--- config.mk ---
export PLATFORM = sky130hd
export DESIGN_NAME = alu_seq_ctrl
export DESIGN_NICKNAME = d
export VERILOG_FILES = /design/src/rtl/alu_seq_ctrl.sv
export SDC_FILE = /design/constraint.sdc
export NUM_CORES = 1
export LEC_CHECK = 0
export ABC_CLOCK_PERIOD_IN_PS = 3200
export CORE_MARGIN = 1
export CORE_UTILIZATION = 54
export CTS_CLUSTER_DIAMETER = 200
export DETAILED_ROUTE_END_ITERATION = 8
export PLACE_DENSITY_LB_ADDON = 0.05
export SKIP_CTS_REPAIR_TIMING = 1
export SYNTH_ARGS = -nofsm -noshare
export SYNTH_HDL_FRONTEND = slang
export SYNTH_SLANG_ARGS = --single-unit
--- constraint.sdc ---
create_clock -name clk -period 3.2 [get_ports clk]
set_clock_uncertainty 0.1 [all_clocks]
set_input_delay 0.48 -clock clk [delete_from_list [all_inputs] [get_ports clk]]
set_output_delay 0.48 -clock clk [all_outputs]
set_load 0.005 [all_outputs]
--- src/rtl/alu_seq_ctrl.sv ---
// rtl/alu_seq_ctrl.sv - in-order ALU sequencer: 4-deep instruction queue, 4x4 regfile, IDLE/EXEC/WB control

module alu_seq_fifo #(
  parameter int W = 9
) (
  input  logic         clk,
  input  logic         rst_n,
  input  logic         push,
  input  logic [W-1:0] wdata,
  input  logic         pop,
  output logic [W-1:0] rdata,
  output logic         full,
  output logic         empty
);

  logic [W-1:0] mem [4];
  logic [1:0]   wr_ptr;
  logic [1:0]   rd_ptr;
  logic [2:0]   count;
  logic         do_push;
  logic         do_pop;

  // count is one bit wider than the pointers so 4 entries and 0 entries differ
  assign full    = (count == 3'd4);
  assign empty   = (count == 3'd0);
  assign rdata   = mem[rd_ptr];
  assign do_push = push && !full;
  assign do_pop  = pop && !empty;

  // entry storage; occupancy is tracked by count, so the array needs no reset
  always_ff @(posedge clk) begin
    if (do_push) begin
      mem[wr_ptr] <= wdata;
    end
  end

  // pointers wrap modulo 4 on their own; count follows push/pop balance
  always_ff @(posedge clk) begin
    if (!rst_n) begin
      wr_ptr <= 2'd0;
      rd_ptr <= 2'd0;
      count  <= 3'd0;
    end else begin
      if (do_push) begin
        wr_ptr <= wr_ptr + 2'd1;
      end
      if (do_pop) begin
        rd_ptr <= rd_ptr + 2'd1;
      end
      case ({do_push, do_pop})
        2'b10:   count <= count + 3'd1;
        2'b01:   count <= count - 3'd1;
        default: count <= count;
      endcase
    end
  end

endmodule

module alu_seq_ctrl (
  input  logic       clk,
  input  logic       rst_n,
  input  logic       in_valid,
  input  logic [8:0] in_instr,
  output logic       in_ready,
  input  logic       host_we,
  input  logic [1:0] host_addr,
  input  logic [3:0] host_wdata,
  output logic [3:0] host_rdata,
  output logic [3:0] alu_a,
  output logic [3:0] alu_b,
  output logic [2:0] alu_op,
  input  logic [3:0] alu_r,
  input  logic       alu_ovf,
  output logic       done,
  output logic       err,
  output logic       ovf_sticky,
  input  logic       ovf_clr,
  output logic       busy
);

  typedef enum logic [1:0] {
    IDLE = 2'd0,
    EXEC = 2'd1,
    WB   = 2'd2
  } state_t;

  localparam logic [2:0] OP_SUB = 3'b000;
  localparam logic [2:0] OP_ADD = 3'b001;
  localparam logic [2:0] OP_AND = 3'b100;

  state_t     state;
  logic [3:0] regs [4];
  logic [1:0] dst_q;
  logic [2:0] op_q;

  logic       fifo_full;
  logic       fifo_empty;
  logic [8:0] head;
  logic       push;
  logic       pop;

  logic [2:0] head_op;
  logic [1:0] head_dst;
  logic [1:0] head_srca;
  logic [1:0] head_srcb;

  logic       op_legal;
  logic       op_arith;

  assign head_op   = head[8:6];
  assign head_dst  = head[5:4];
  assign head_srca = head[3:2];
  assign head_srcb = head[1:0];

  assign in_ready = !fifo_full;
  assign push     = in_valid && in_ready;
  // the head is taken only from IDLE, so every instruction spends one IDLE edge
  // after its writeback before the next one reads the regfile
  assign pop      = (state == IDLE) && !fifo_empty;
  assign busy     = !fifo_empty || (state != IDLE);

  assign host_rdata = regs[host_addr];

  // opcodes above AND are illegal; only SUB/ADD may raise overflow
  assign op_legal = (op_q <= OP_AND);
  assign op_arith = (op_q == OP_SUB) || (op_q == OP_ADD);

  alu_seq_fifo #(.W(9)) u_fifo (
    .clk   (clk),
    .rst_n (rst_n),
    .push  (push),
    .wdata (in_instr),
    .pop   (pop),
    .rdata (head),
    .full  (fifo_full),
    .empty (fifo_empty)
  );

  // control FSM with the regfile, operand registers and status pulses it owns
  always_ff @(posedge clk) begin
    if (!rst_n) begin
      state      <= IDLE;
      for (int i = 0; i < 4; i++) begin
        regs[i] <= 4'd0;
      end
      alu_a      <= 4'd0;
      alu_b      <= 4'd0;
      alu_op     <= 3'b000;
      dst_q      <= 2'd0;
      op_q       <= 3'b000;
      done       <= 1'b0;
      err        <= 1'b0;
      ovf_sticky <= 1'b0;
    end else begin
      done <= 1'b0;
      err  <= 1'b0;

      // a clear loses to a set on the same edge because the WB set comes later
      if (ovf_clr) begin
        ovf_sticky <= 1'b0;
      end

      // host preload can never collide with writeback: WB implies busy
      if (host_we && !busy) begin
        regs[host_addr] <= host_wdata;
      end

      case (state)
        IDLE: begin
          if (!fifo_empty) begin
            alu_a  <= regs[head_srca];
            alu_b  <= regs[head_srcb];
            alu_op <= head_op;
            dst_q  <= head_dst;
            op_q   <= head_op;
            state  <= EXEC;
          end
        end
        EXEC: begin
          state <= WB;
        end
        WB: begin
          state <= IDLE;
          if (op_legal) begin
            regs[dst_q] <= alu_r;
            done        <= 1'b1;
          end else begin
            err <= 1'b1;
          end
          if (op_arith && alu_ovf) begin
            ovf_sticky <= 1'b1;
          end
        end
        default: begin
          state <= IDLE;
        end
      endcase
    end
  end

endmodule
==> flow_metrics.tcl, run 1 <==
set metrics [dict create \
    grtUsageTotal_pct 22.71 \
    swShare_pct 32.55 \
    grt_overflow 0 \
    chipHeight_um 81.35 \
    netlist_area_um2 3400 \
    crit_end "host_rdata[0]" \
    ff2ff_setup_slack_ps 650 \
    fin_ws_ps 433.4 \
    stdcell_count 375 \
    critPathLaunchType "input pin" \
    die_x_um 81.35 \
    slew_violations 0 \
    crit_type "input pin to output pin" \
    core_um2 5991 \
    synth_top_area_share_pct 45.93 \
    hold_viol 0 \
    cp-end-kind "output pin" \
    grt_setup_unrepaired "no" \
    reg2reg_depth 9 \
    antennaDiodeCount 0 \
    cap_violations 0 \
    comb_power_share_pct 33.3 \
    status "complete, no violations" \
    yosysMostFrequentCell "edfxtp_1" \
    initial_core_util_pct 56.75 \
    period_needed_ps 2767 \
    cp-startpoint "host_addr[0]" \
    finish.utilization_pct 68.63 \
    p_per_area_nw_per_um2 801.9 \
    wirelength_mm 6.488 \
    via_count 2131 \
    grt_pass1_vias 2102 \
    synth_flop_cell "edfxtp_1" \
    max_freq_mhz 361.5 \
    drive_gt1_share_pct 13.33 \
    crit_required_ps 2620 \
    synth_edf_count 52 \
    nets 326 \
    synth-async-reset-ratio_pct 0 \
    internal-power_mw 2.224 \
    antenna_found_initial 0 \
    num_rows 28 \
    critPathArrivalTime_ps 2190 \
    cts_inserted_buffers 9 \
    reg2reg_from "u_fifo.count[0]$_SDFFE_PN0P_" \
    dpl.hpwl_mm 4.643 \
    final_antenna_net_count 0 \
    clk_latency_ps 350 \
    p_switching_mw 1.073 \
    cts_tree "done" \
    place_congestion 0.8339 \
    setup_viol 0 \
    preCtsSetupSlack_ps 411.1 \
    cts-root-buf "clkbuf_8" \
    synth.distinct_cells 35 \
    fill_cells 434 \
    synth_warnings 0 \
    finalSetupTns_ps 0 \
    numPortBuffers 44 \
    yosys.area.top_type "edfxtp_1" \
    die_area_um2 6617 \
    avgSynthCellArea_um2 13.71 \
    seq_area_um2 2102 \
    clkTransAtPathRegs_ps 80 \
    worst_slew_pin_slew_ps 633.1 \
    synth.ff_latch_count 79 \
    first_pass_iters 4 \
    grt_max_degree 24 \
    synth_common_cells "edfxtp_1 (52), dfxtp_1 (27), nand2_1 (22), mux2i_1 (16), mux4_2 (13)" \
    num_io_pins 45 \
    clockBufferDepth 2 \
    yosysSeqAreaShare_pct 61.83 \
    area_growth_pct 20.94 \
    cts_sinks 79 \
    avgRoutedWirePerCell_um 17.30 \
    peakVddDrop_uv 553.2 \
    period_share_pct 86.46 \
    post-route-drc-count 0 \
    clkPwrFrac_pct 22.7 \
    multi_input_area_um2 1210 \
    hold_class "flip-flop to flip-flop" \
    netlist_top_cells_area "edfxtp_1 (46%), dfxtp_1 (16%), mux4_2 (8.6%)" \
    viasPerCell 5.683 \
    leakage_nw 1.479 \
    drt_iter0_drc 125 \
    slew_headroom_pct 57.47 \
    crit_fanout 6 \
    dp.cells 359 \
    cts_max_level 3 \
    synth_nets 279 \
    grt_pass1_wl_mm 10.58 \
    timing.rr.end "u_fifo.count[2]$_SDFFE_PN0P_" \
    synth_cells 248 \
    seqPwrFrac_pct 44.0 \
]
-- through the flow --
stage	total power, mW	cell area [µm²]	hold slack, ps
after global routing	3.494	4111	405.8
final	3.297	4111	365.1
after detailed placement	2.577	3910	360.7
after floorplan	2.163	3400	339.1
after global placement	2.541	3910	356.7
after CTS	3.321	4111	376.3
-- routing by layer --
metal	vias up	share of wire, %	track usage (%)
met5	-	0	0
li1	1022	-	-
met2	51	47	35.25
met1	1047	47	30.39
met4	0	1.8	9.464
met3	11	4.2	5.730
-- placed cells by master, fill, tap and decap left out, types with 2 or more instances in the layout --
cell / synthesis / routed
nand3_1: 9 / 9
nor3_1: 6 / 6
nor2b_1: 2 / 2
nor2_2: 4 / 4
a21boi_0: 7 / 7
nand2_1: 22 / 22
inv_1: 11 / 11
inv_6: 0 / 4
o221ai_1: 9 / 9
xnor2_1: 4 / 4
ha_1: 5 / 5
clkbuf_8: 0 / 9
mux4_2: 13 / 13
a22oi_1: 4 / 4
buf_4: 0 / 3
clkdlybuf4s50_1: 0 / 44
o21ai_0: 5 / 5
edfxtp_1: 52 / 52
nand2b_1: 3 / 3
or3_1: 3 / 3
dfxtp_1: 27 / 27
and2_1: 7 / 7
nor2_1: 11 / 11
and3_1: 5 / 5
mux2i_1: 16 / 16
-- state kept, by name (all words and copies together), names as in the netlist, named ones only --
signal,cells
alu_a,4
alu_b,4
done,1
dst_q,2
err,1
op_q,3
ovf_sticky,1
regs,16
state,2
u_fifo.count,3
u_fifo.mem,36
u_fifo.rd_ptr,2
u_fifo.wr_ptr,2
-- power groups by stage --
stage | logic, mW | registers (mW) | clock network, mW
6_report | 1.10 | 1.45 | 0.748
4_1_cts | 1.11 | 1.45 | 0.757
2_1_floorplan | 0.753 | 1.41 | 0
3_3_place_gp | 1.07 | 1.47 | 0
3_5_place_dp | 1.10 | 1.48 | 0
5_1_grt | 1.21 | 1.49 | 0.801
-- worst min path at each step --
stage	startpoint	slack [ps]	cells past startpoint	end
floorplan	dst_q[0]$_SDFFE_PN0P_	340	2	dst_q[0]$_SDFFE_PN0P_
global placement	dst_q[0]$_SDFFE_PN0P_	360	2	dst_q[0]$_SDFFE_PN0P_
detailed placement	dst_q[0]$_SDFFE_PN0P_	360	2	dst_q[0]$_SDFFE_PN0P_
CTS	dst_q[0]$_SDFFE_PN0P_	380	2	dst_q[0]$_SDFFE_PN0P_
global route	dst_q[0]$_SDFFE_PN0P_	410	2	dst_q[0]$_SDFFE_PN0P_
finish	dst_q[0]$_SDFFE_PN0P_	370	2	dst_q[0]$_SDFFE_PN0P_
-- cells by family (layout without fill, tap and decap cells) --
group	count (synthesis)	count (layout)	share of synthesized area (%)
simple gates	78	78	11.89
fa+ha+maj	6	6	2.429
buf+inv	22	74	2.577
compound gates	29	29	6.662
flops	79	79	61.83
xor+xnor	5	5	1.288
mux	29	29	13.32
-- critical path, cell delays in order --
cell	delay, ps
clkdlybuf4s50_1	700
mux4_2	550
clkdlybuf4s50_1	460
-- layout make-up --
type,count,area share [%]
clock inverters,7,1.887
well taps,75,2.282
multi-input cells,147,29.43
flip-flops and latches,79,51.13
clock buffers,9,3.013
repair buffers,47,11.26
inverters,11,1.004
No activity file was read; power rests on OpenSTA's default activity.
==> inputs of run 2 (changes only) <==
--- a/constraint.sdc
+++ b/constraint.sdc
@@ -4,2 +4,2 @@
 set_output_delay 0.48 -clock clk [all_outputs]
-set_load 0.005 [all_outputs]
+set_load 0.1 [all_outputs]
==> flow_metrics.tcl, run 2 (same netlist as run 1, synthesis figures left out) <==
set metrics [dict create \
    max_freq_mhz 390.1 \
    grt_overflow 0 \
    hold_class "flip-flop to flip-flop" \
    holdWs_ps 374.9 \
    final_antenna_net_count 0 \
    grt_max_degree 19 \
    cts_inserted_buffers 9 \
    seq_area_um2 2102 \
    grt_setup_unrepaired "no" \
    numPortBuffers 44 \
    use_met2_pct 34.17 \
    top_regs "u_fifo.mem (36), regs (16)" \
    via_count 2119 \
    min_path_cells 2 \
    grtUsageMet1_pct 29.28 \
    multi_input_area_um2 1210 \
    slew_violations 0 \
    first_pass_iters 4 \
    antennaDiodeCount 0 \
    dpl.hpwl_mm 4.652 \
    reg2reg_depth 9 \
    grt.busiest_layer "met2" \
    hold_viol 0 \
    crit_type "flip-flop to flip-flop" \
    cap_violations 0 \
    cts_sinks 79 \
    status "complete, no violations" \
    worst_slew_pin_slew_ps 642.1 \
    drive_gt1_share_pct 19.60 \
    core_um2 5991 \
    reg2reg_from "u_fifo.count[0]$_SDFFE_PN0P_" \
    grt_pass1_vias 2019 \
    holdCritStartpoint "dst_q[0]$_SDFFE_PN0P_" \
    num_io_pins 45 \
    leakage_nw 1.531 \
    p_per_area_nw_per_um2 957.4 \
    drt_iter0_drc 99 \
    clk_latency_ps 350 \
    period_share_pct 80.11 \
    cp-end-kind "flip-flop" \
    peakVddDrop_uv 753.1 \
    largest_reg_flops 36 \
    place_congestion 0.7927 \
    critPathLaunchType "flip-flop" \
    wirelength_mm 6.567 \
    mostFrequentLayoutCells "edfxtp_1 (52), dfxtp_1 (27), clkdlybuf4s50_1 (24), nand2_1 (22), buf_4 (20)" \
    die_area_um2 6617 \
    crit_fanout 6 \
    timing.rr.end "u_fifo.count[2]$_SDFFE_PN0P_" \
    use_met3_pct 5.955 \
    dp.cells 360 \
    grt_pass1_wl_mm 10.18 \
    viasPerCell 5.636 \
    die_x_um 81.35 \
    num_rows 28 \
    clockBufferDepth 2 \
    chipHeight_um 81.35 \
    fill_cells 428 \
    setup_viol 0 \
    avgRoutedWirePerCell_um 17.47 \
    antenna_found_initial 0 \
    crit_required_ps 3380 \
    critPathArrivalTime_ps 2740 \
    final_common_cell "edfxtp_1" \
    finalSetupTns_ps 0 \
    slew_headroom_pct 56.87 \
    cts-root-buf "clkbuf_8" \
    nets 327 \
    post-route-drc-count 0 \
    period_needed_ps 2563 \
    cts_tree "done" \
    min_to "dst_q[0]$_SDFFE_PN0P_" \
    initial_core_util_pct 56.75 \
    regMostFlops "u_fifo.mem" \
    cts_max_level 3 \
    clkTransAtPathRegs_ps 80 \
    stdcell_count 376 \
    area_growth_pct 21.57 \
    grtUsageTotal_pct 22.06 \
    ff2ff_setup_slack_ps 640 \
]
-- run 2: metrics by stage --
stage               cell area, µm²  total power [mW]  setup slack, ps  util, %
finish                        4133             3.957            636.6    68.99
floorplan                     3400             2.753            293.0        -
global route                  4133             4.149            462.5    68.99
CTS                           4133             3.980            633.6    68.99
global placement              3918             3.145            563.3    65.39
detailed placement            3918             3.171            516.9    65.39
-- run 2: how the worst max path moves through the flow --
| stage | startpoint | to | slack (ps) |
|---|---|---|---|
| floorplan | u_fifo.count[0]$_SDFFE_PN0P_ | u_fifo.count[2]$_SDFFE_PN0P_ | 290 |
| global route | u_fifo.count[0]$_SDFFE_PN0P_ | u_fifo.count[2]$_SDFFE_PN0P_ | 460 |
| global placement | host_addr[0] | regs[2][0]$_SDFFCE_PN0P_ | 560 |
| finish | u_fifo.count[0]$_SDFFE_PN0P_ | u_fifo.count[2]$_SDFFE_PN0P_ | 640 |
| detailed placement | host_addr[0] | regs[2][0]$_SDFFCE_PN0P_ | 520 |
| CTS | u_fifo.count[0]$_SDFFE_PN0P_ | u_fifo.count[2]$_SDFFE_PN0P_ | 630 |
-- run 2: metal layers --
| metal | wire, µm | share of wire [%] |
|---|---|---|
| met5 | 0 | 0 |
| met4 | 126 | 1.9 |
| met3 | 273 | 4.2 |
| met2 | 3090 | 47 |
| met1 | 3076 | 47 |
-- run 2: final cells by class --
cell class	instances	share of cell area, %
clock buffers	11	3.179
clock inverters	5	2.028
inverters	11	0.9991
multi-input cells	147	29.28
flip-flops and latches	79	50.86
well taps	75	2.271
repair buffers	48	11.38
-- run 2: critical path: stages (launching register included) --
cell and delay [ps]:
dfxtp_1 360, or3b_1 510, and2_1 240, inv_1 80, ha_1 170, inv_1 60, fa_1 370, xor2_1 150
or3_1 290, a21boi_0 150
-- run 2: power by group --
part	switching, mW	internal, mW
Combinational	1.16	0.554
Clock	0.365	0.443
Sequential	0.139	1.30
Total	1.66	2.30
==> inputs of run 3 (changes only) <==
Settings changed: ABC_CLOCK_PERIOD_IN_PS 3200 to 2200, CORE_UTILIZATION 54 to 49.
Clock period 3.2 ns to 2.2 ns, I/O delays scaled along.
==> flow_metrics.tcl, run 3 (same netlist as run 1, synthesis figures left out) <==
set metrics [dict create \
    status "complete, no violations" \
    p_per_area_nw_per_um2 1347 \
    antenna_found_initial 0 \
    cp-startpoint "u_fifo.count[0]$_SDFFE_PN0P_" \
    numPortBuffers 44 \
    chipHeight_um 85.30 \
    grt_max_degree 25 \
    cts_max_level 3 \
    cp-end-kind "flip-flop" \
    grt_setup_unrepaired "yes" \
    die_x_um 85.30 \
    grtUsageTotal_pct 20.79 \
    period_needed_ps 2165 \
    holdCritStartpoint "dst_q[1]$_SDFFE_PN0P_" \
    cap_violations 0 \
    setup_viol 0 \
    via_count 2213 \
    area_growth_pct 29.74 \
    avgRoutedWirePerCell_um 16.67 \
    clockBufferDepth 2 \
    cp_slowest_cell "or4_4" \
    crit_chain "or3_1 > or4_4 > a211o_4 > nand2_4" \
    critPathBufInv 0 \
    fin_total_pwr_mw 5.941 \
    crit_fanout 4 \
    wirelength_mm 6.802 \
    grt_pass1_vias 2267 \
    crit_type "flip-flop to flip-flop" \
    hold_viol 0 \
    max_freq_mhz 461.9 \
    num_rows 29 \
    slew_headroom_pct 77.38 \
    nets 357 \
    cp_top_family "simple AND/OR/NAND/NOR gates" \
    critPathArrivalTime_ps 2130 \
    dpl.hpwl_mm 5.150 \
    grt_overflow 0 \
    cts-root-buf "clkbuf_8" \
    worst_slew_pin_slew_ps 338.0 \
    first_pass_iters 4 \
    drive_gt1_share_pct 31.72 \
    hold_class "flip-flop to flip-flop" \
    die_area_um2 7275 \
    core_um2 6531 \
    critPathMaxStageDelay_ps 550 \
    regMostFlops "u_fifo.mem" \
    drt_iter0_drc 79 \
    holdWs_ps 374.3 \
    final_antenna_net_count 0 \
    peakVddDrop_uv 1074 \
    reg2reg_from "u_fifo.count[0]$_SDFFE_PN0P_" \
    cts_inserted_buffers 9 \
    critPathLaunchType "flip-flop" \
    final_common_cell "edfxtp_1" \
    slew_violations 0 \
    antennaDiodeCount 0 \
    top_regs "u_fifo.mem (36), regs (16)" \
    clkTransAtPathRegs_ps 80 \
    mostFrequentLayoutCells "edfxtp_1 (52), buf_4 (49), clkdlybuf4s50_1 (23), dfxtp_1 (22), nand2_1 (19)" \
    viasPerCell 5.424 \
    cts_tree "done" \
    post-route-drc-count 0 \
    crit_required_ps 2160 \
    num_io_pins 45 \
    largest_reg_flops 36 \
    grt_pass1_wl_mm 11.41 \
    initial_core_util_pct 52.05 \
    period_share_pct 98.40 \
    place_congestion 0.8415 \
    cts_sinks 79 \
    clk_latency_ps 340 \
    leakage_nw 1.699 \
]
[run 3: changes by cell type in the layout (fill, tap and decap cells not counted), sizes merged]
| cell | previous run | this run |
|---|---|---|
| buf | 24 | 54 |
| clkinv | 0 | 4 |
| clkbuf | 11 | 9 |
| clkinvlp | 2 | 0 |
| bufinv | 2 | 1 |
| clkdlybuf4s50 | 24 | 23 |
| dlymetal6s2s | 0 | 1 |
| inv | 12 | 13 |
[run 3: tightest hold or removal path: cells and delay by family (launching register included)]
family | cells | cell delay (ps)
and+or+nand+nor | 1 | 50
DFF | 1 | 320
AOI/OAI and AO/OA | 1 | 60
[run 3: metrics by stage]
stage / cells / util [%] / instance area, µm² / TNS (ps) / worst slack, ps
detailed placement: 392 / 63.98 / 4179 / -648.1 / -81.92
CTS: 408 / 67.11 / 4383 / 0 / 7.998
global route: 408 / 67.53 / 4410 / -167.8 / -71.61
global placement: 392 / 63.98 / 4179 / -279.1 / -43.84
floorplan: 248 / - / 3433 / -156.3 / -146.9
finish: 408 / 67.53 / 4410 / 0 / 35.09
[run 3: worst paths after layout]
path | depth (start not counted) | end | slack (ps)
setup / recovery | 4 | regs[2][1]$_SDFFCE_PN0P_ | 40
hold / removal | 2 | dst_q[1]$_SDFFE_PN0P_ | 370
setup reg to reg | 4 | regs[2][1]$_SDFFCE_PN0P_ | 40
hold reg to reg | 2 | dst_q[1]$_SDFFE_PN0P_ | 370
[run 3: layout make-up]
type / instances / area [µm²]
fillers: 513 / 2121
multi-input cells: 147 / 1256
repair buffers: 78 / 701.9
well taps: 77 / 96.34
flip-flops and latches: 79 / 2108
clock inverters: 7 / 80.08
clock buffers: 9 / 123.9
inverters: 11 / 43.79
[run 3: power breakdown]
group          total (mW)  switching [mW]  internal, mW  leakage [nW]
Clock                1.08           0.544         0.538         0.103
Sequential           2.11           0.211          1.90         0.719
Combinational        2.75            1.72          1.03         0.876
Total                5.94            2.48          3.46          1.70
[run 3: per-layer routing]
metal	part of all wire (%)	GRT usage, %
met2	49	34.38
met5	0	0
met4	1.5	8.636
met1	46	27.03
met3	3.5	4.086
